<file path="src/rtl/datapath_acc.sv">
// Accumulation stage behind the arithmetic datapath: sums a programmed number of
// terms into a guard-banded accumulator and returns the raw and saturated sums.
module datapath_acc #(
    parameter int N      = 8,
    parameter int G      = 4,
    parameter int CW     = 8,
    parameter bit SIGNED = 1'b1
) (
    input  logic            clk,
    input  logic            rst_n,
    input  logic            start,
    input  logic [CW-1:0]   len,
    input  logic            in_valid,
    output logic            in_ready,
    input  logic [N-1:0]    y_in,
    input  logic            co_in,
    output logic            out_valid,
    input  logic            out_ready,
    output logic [N+G-1:0]  acc_out,
    output logic [N-1:0]    sat_out,
    output logic            ovf,
    output logic            busy
);

    localparam int AW = N + G;
    localparam logic [N-1:0] SMAX = {1'b0, {(N-1){1'b1}}};
    localparam logic [N-1:0] SMIN = {1'b1, {(N-1){1'b0}}};

    typedef enum logic [1:0] {IDLE, ACC, DONE} state_t;

    state_t          state_q, state_d;
    logic [CW-1:0]   cnt_q, cnt_d;
    logic [AW-1:0]   acc_q, acc_d;
    logic            ovf_q, ovf_d;
    logic            ovfDir_q, ovfDir_d;

    logic [AW-1:0]   termSigned, termUnsigned, term;
    logic [AW:0]     sum;
    logic            signedOvf, ovfNow, posOvf;
    logic [N-1:0]    satVal;

    assign termSigned   = AW'(signed'(y_in));
    assign termUnsigned = AW'({co_in, y_in});
    assign term         = SIGNED ? termSigned : termUnsigned;
    assign sum          = {1'b0, acc_q} + {1'b0, term};

    // Signed overflow: both operands share a sign that the wrapped result lost.
    assign signedOvf = (acc_q[AW-1] == term[AW-1]) && (sum[AW-1] != acc_q[AW-1]);
    assign ovfNow    = SIGNED ? signedOvf : sum[AW];
    assign posOvf    = SIGNED ? ~acc_q[AW-1] : 1'b1;

    always_ff @(posedge clk or negedge rst_n) begin
        if (!rst_n) begin
            state_q  <= IDLE;
            cnt_q    <= '0;
            acc_q    <= '0;
            ovf_q    <= 1'b0;
            ovfDir_q <= 1'b0;
        end else begin
            state_q  <= state_d;
            cnt_q    <= cnt_d;
            acc_q    <= acc_d;
            ovf_q    <= ovf_d;
            ovfDir_q <= ovfDir_d;
        end
    end

    always_comb begin
        state_d  = state_q;
        cnt_d    = cnt_q;
        acc_d    = acc_q;
        ovf_d    = ovf_q;
        ovfDir_d = ovfDir_q;
        case (state_q)
            IDLE: begin
                if (start) begin
                    acc_d    = '0;
                    ovf_d    = 1'b0;
                    ovfDir_d = 1'b0;
                    if (len != '0) begin
                        cnt_d   = len;
                        state_d = ACC;
                    end else begin
                        state_d = DONE;
                    end
                end
            end
            ACC: begin
                if (in_valid) begin
                    acc_d = sum[AW-1:0];
                    cnt_d = cnt_q - CW'(1);
                    // Only the first overflow of a run decides the saturation direction.
                    if (ovfNow && !ovf_q) begin
                        ovf_d    = 1'b1;
                        ovfDir_d = posOvf;
                    end
                    if (cnt_q == CW'(1)) begin
                        state_d = DONE;
                    end
                end
            end
            DONE: begin
                if (out_ready) begin
                    state_d = IDLE;
                end
            end
            default: state_d = IDLE;
        endcase
    end

    // In range when every bit above the output width matches the output sign (or is zero).
    always_comb begin
        satVal = acc_q[N-1:0];
        if (SIGNED) begin
            if (ovf_q) begin
                satVal = ovfDir_q ? SMAX : SMIN;
            end else if (acc_q[AW-1:N-1] != {(G+1){acc_q[AW-1]}}) begin
                satVal = acc_q[AW-1] ? SMIN : SMAX;
            end
        end else begin
            if (ovf_q || (acc_q[AW-1:N] != '0)) begin
                satVal = '1;
            end
        end
    end

    assign in_ready  = (state_q == ACC);
    assign out_valid = (state_q == DONE);
    assign busy      = (state_q != IDLE);
    assign acc_out   = acc_q;
    assign sat_out   = satVal;
    assign ovf       = ovf_q;

endmodule
</file>
<file path="config.mk">
export PLATFORM = sky130hd
export DESIGN_NAME = datapath_acc
export DESIGN_NICKNAME = d
export VERILOG_FILES = /design/src/rtl/datapath_acc.sv
export SDC_FILE = /design/constraint.sdc
export NUM_CORES = 1
export LEC_CHECK = 0
export BUFFER_PORTS_ARGS = -buffer_cell sky130_fd_sc_hd__buf_2
export CAP_MARGIN = 20
export CORE_MARGIN = 2
export CORE_UTILIZATION = 50
export CTS_CLUSTER_SIZE = 12
export DETAILED_ROUTE_END_ITERATION = 10
export PLACE_DENSITY = 0.74
export SETUP_SLACK_MARGIN = 0.02
export SYNTH_ARGS = -nofsm -noshare
export SYNTH_HDL_FRONTEND = slang
export SYNTH_SLANG_ARGS = --single-unit
</file>
<file path="constraint.sdc">
create_clock -name clk -period 5.66 [get_ports clk]
set_input_delay 1.698 -clock clk [delete_from_list [all_inputs] [get_ports clk]]
set_output_delay 1.698 -clock clk [all_outputs]
set_load 0.01 [all_outputs]
</file>
==> impl_metrics.env <==
export IMPL_run_status="finished clean"
export IMPL_synthCells=219
export IMPL_via_count=1702
export IMPL_ioPinCount=46
export IMPL_critical_path_endpoint="sat_out[2]"
export IMPL_cp_data_required_time_ns=3.96
export IMPL_antenna_cells_inserted=0
export IMPL_ff2ff_path_depth=6
export IMPL_final_setup_tns_ns=0
export IMPL_syn2layout_area_growth_pct=14.0
export IMPL_track_usage_pct=20.7
export IMPL_cp_num_buf_inv=1
export IMPL_timing_reg2reg_setup_slack_ns=3.26
export IMPL_first_pass_iters=4
export IMPL_mostFrequentLayoutCells="sky130_fd_sc_hd__buf_2 (44), sky130_fd_sc_hd__nor2_1 (27), sky130_fd_sc_hd__nand2_1 (26), sky130_fd_sc_hd__a21oi_1 (25), sky130_fd_sc_hd__dfrtp_1 (24)"
export IMPL_postCtsResizedCells=0
export IMPL_final_common_cell="sky130_fd_sc_hd__buf_2"
export IMPL_final_hold_viol_count=0
export IMPL_timing_critical_path_arrival_ns=2.42
export IMPL_grt_first_pass_wirelength_um=6730
export IMPL_floorplan_initialDensity_pct=53.5
export IMPL_root_buffer="sky130_fd_sc_hd__clkbuf_4"
export IMPL_timing_fmax_ghz=0.243
export IMPL_postSynthRegisterBits=24
export IMPL_report_final_slew_viol_count=0
export IMPL_synth_seq_area_share_pct=32.9
export IMPL_final_antenna_net_count=0
export IMPL_worst_setup_path_start_kind="register"
export IMPL_fp_dieW_um=64.4
export IMPL_drt_total_wl_um=4040
export IMPL_regToRegEndpoint="acc_out[11]"
export IMPL_via_per_inst=5.60
export IMPL_timing_critical_path_cells="or4_1, o21ai_2, nor2_1, nor2_2, a21oi_1, buf_2"
export IMPL_pin_count_of_the_biggest_net_entering_global_routing=25
export IMPL_ctsHtreeMaxLevel=1
export IMPL_drc=0
export IMPL_distinct_cells_synth=48
export IMPL_floorplan_core_area_um2=3420
export IMPL_clock_sinks=24
export IMPL_ir_worst_vdd_mv=0.309
export IMPL_cp_slowest_cell="sky130_fd_sc_hd__or4_1"
export IMPL_worstReg2RegStart="state_q[0]"
export IMPL_postCtsSetupBuffers=0
export IMPL_postSynthNetCount=255
export IMPL_power_density_nw_per_um2=519
export IMPL_num_rows=21
export IMPL_crit_path_depth=6
export IMPL_worst_pin_slew_ns=0.991
export IMPL_final_cell_count_no_fill=304
export IMPL_crit_path_end_kind="output port"
export IMPL_hold_path_class="reg2reg"
export IMPL_port_buffers=44
export IMPL_worst_path_largest_cell_delay_ns=0.56
export IMPL_post_place_cells=300
export IMPL_grt_setup_unrepaired="no"
export IMPL_timing_final_crit_share_pct=72.7
export IMPL_timing_max_slew_rel_slack_pct=34.0
export IMPL_timing_setup_critical_path_class="reg2out"
export IMPL_nets=295
export IMPL_avgRoutedWirePerCell_um=13.3
export IMPL_first_global_vias=1414
export IMPL_period_needed_ns=4.12
export IMPL_detail_route_iter0_violations=121
export IMPL_synthesis_area_um2=1830
export IMPL_cpLargestDelayFamily="simple AND/OR/NAND/NOR gates"
export IMPL_gp_routability_congestion=0.915
export IMPL_cts_buffers=3
export IMPL_detailedPlacementHpwl_um=3060
export IMPL_clk_latency_ns=0.32
export IMPL_tritoncts="done"
export IMPL_max_cap_viol_count=0
export IMPL_synthesis_area_per_instance_um2=8.34
export IMPL_globalRoute_totalOverflow=0
export IMPL_timing_clock_skew_ns=0.0155
export IMPL_path_max_fanout=11
export IMPL_dieArea_um2=4150
export IMPL_synth_warnings=0
export IMPL_worst_setup_path_startpoint="acc_out[11]"
export IMPL_ctsHoldBuffers=0
export IMPL_finalSetupViolations=0
export IMPL_drive_gt1_share_pct=22.5
export IMPL_ctsLongestPathBuffers=2
export IMPL_power_leakage_nw=0.972
export IMPL_initial_antenna_violation_count=0
export IMPL_die_height_um=64.4
export IMPL_clk_pin_slew_ns=0.15
==> state kept, by name (all words and copies together), names as in the netlist <==
signal	flops
ovfDir_q	1
state_q	2
cnt_q	8
ovf	1
acc_out	12
==> final cells by class <==
cell class              instances  area, um^2
fillers                       333        1330
well taps                      46        57.6
multi-input cells             178        1140
clock buffers                   4        36.3
inverters                       8        30.0
repair buffers                 44         220
flip-flops and latches         24         601
==> cell families (layout without fill, tap and decap cells) <==
logic type / count (synthesis) / in the layout / share of synthesized area [%]
AND/OR/NAND/NOR: 83 / 83 / 21.0
AO/OA/AOI/OAI: 69 / 69 / 25.3
flip-flops: 24 / 24 / 32.9
buffers and inverters: 17 / 56 / 4.79
adder cells (fa/ha/maj): 14 / 14 / 10.0
XOR/XNOR: 8 / 8 / 3.84
multiplexers: 4 / 4 / 2.19
==> power breakdown <==
| group | switching, mW | leakage (nW) | internal (mW) |
|---|---|---|---|
| Clock | 0.0539 | 0.0210 | 0.0393 |
| Combinational | 0.391 | 0.645 | 0.277 |
| Sequential | 0.0804 | 0.306 | 0.239 |
==> stage by stage <==
stage                     total power, mW  area [um^2]  utilization, %  hold WS, ns  setup WS [ns]
after global routing                 1.18         2080            61.0        0.597           1.40
after global placement              0.978         2050            59.9        0.500           1.97
after detailed placement            0.991         2050            59.9        0.525           1.96
after CTS                            1.08         2080            61.0        0.560           1.57
after floorplan                     0.815         1830               -        0.471           2.25
final                                1.08         2080            61.0        0.564           1.54
==> synthesized netlist by cell type (all sizes together) <==
cell type	number	area, um^2
nand3	2	10.0
ha	13	163
clkbuf	3	12.5
dfrtp	24	601
a21o	2	16.3
mux2i	4	40.0
a22oi	3	22.5
o22a	1	8.76
nand2	26	97.6
or3	1	6.26
o211ai	2	15.0
fa	1	20.0
a211oi	2	20.0
xnor2	6	52.6
a32o	3	30.0
clkinv	1	3.75
a21oi	25	125
a32oi	1	8.76
nor3b	3	22.5
o31ai	2	28.8
xor2	2	17.5
or4	3	22.5
o21bai	2	15.0
buf	6	45.0
nor2	28	108
or2	4	25.0
o22ai	1	6.26
o32ai	1	8.76
a41oi	1	8.76
o21ai	21	113
o2bb2ai	1	8.76
and3	3	20.0
nand2b	3	18.8
nor2b	3	18.8
inv	7	26.3
nor3	7	35.0
a311oi	1	26.3
==> worst reg2reg max path, stage by stage (launching register included) <==
cell	delay (ns)
sky130_fd_sc_hd__dfrtp_1	0.49
sky130_fd_sc_hd__nand2b_1	0.52
sky130_fd_sc_hd__clkinv_1	0.47
sky130_fd_sc_hd__nand2_1	0.47
sky130_fd_sc_hd__nor2_1	0.10
sky130_fd_sc_hd__mux2i_1	0.15
sky130_fd_sc_hd__o211ai_1	0.10
==> layer usage <==
layer  global-route usage (%)  vias to the layer above  wire [um]
li1                         -                      859          -
met1                     30.6                      794       2010
met3                     3.65                        4        193
met4                     5.05                        0         55
met2                     31.4                       45       1780
met5                        0                        -          0
==> how the worst min path moves through the flow <==
stage               startpoint        to  slack (ns)  cells past startpoint
floorplan             cnt_q[7]  cnt_q[7]        0.47                      2
global route          cnt_q[7]  cnt_q[7]        0.60                      2
detailed placement    cnt_q[7]  cnt_q[7]        0.52                      2
CTS                   cnt_q[7]  cnt_q[7]        0.56                      2
finish                cnt_q[7]  cnt_q[7]        0.56                      2
global placement      cnt_q[7]  cnt_q[7]        0.50                      2
(Power assumes the default switching activity.)
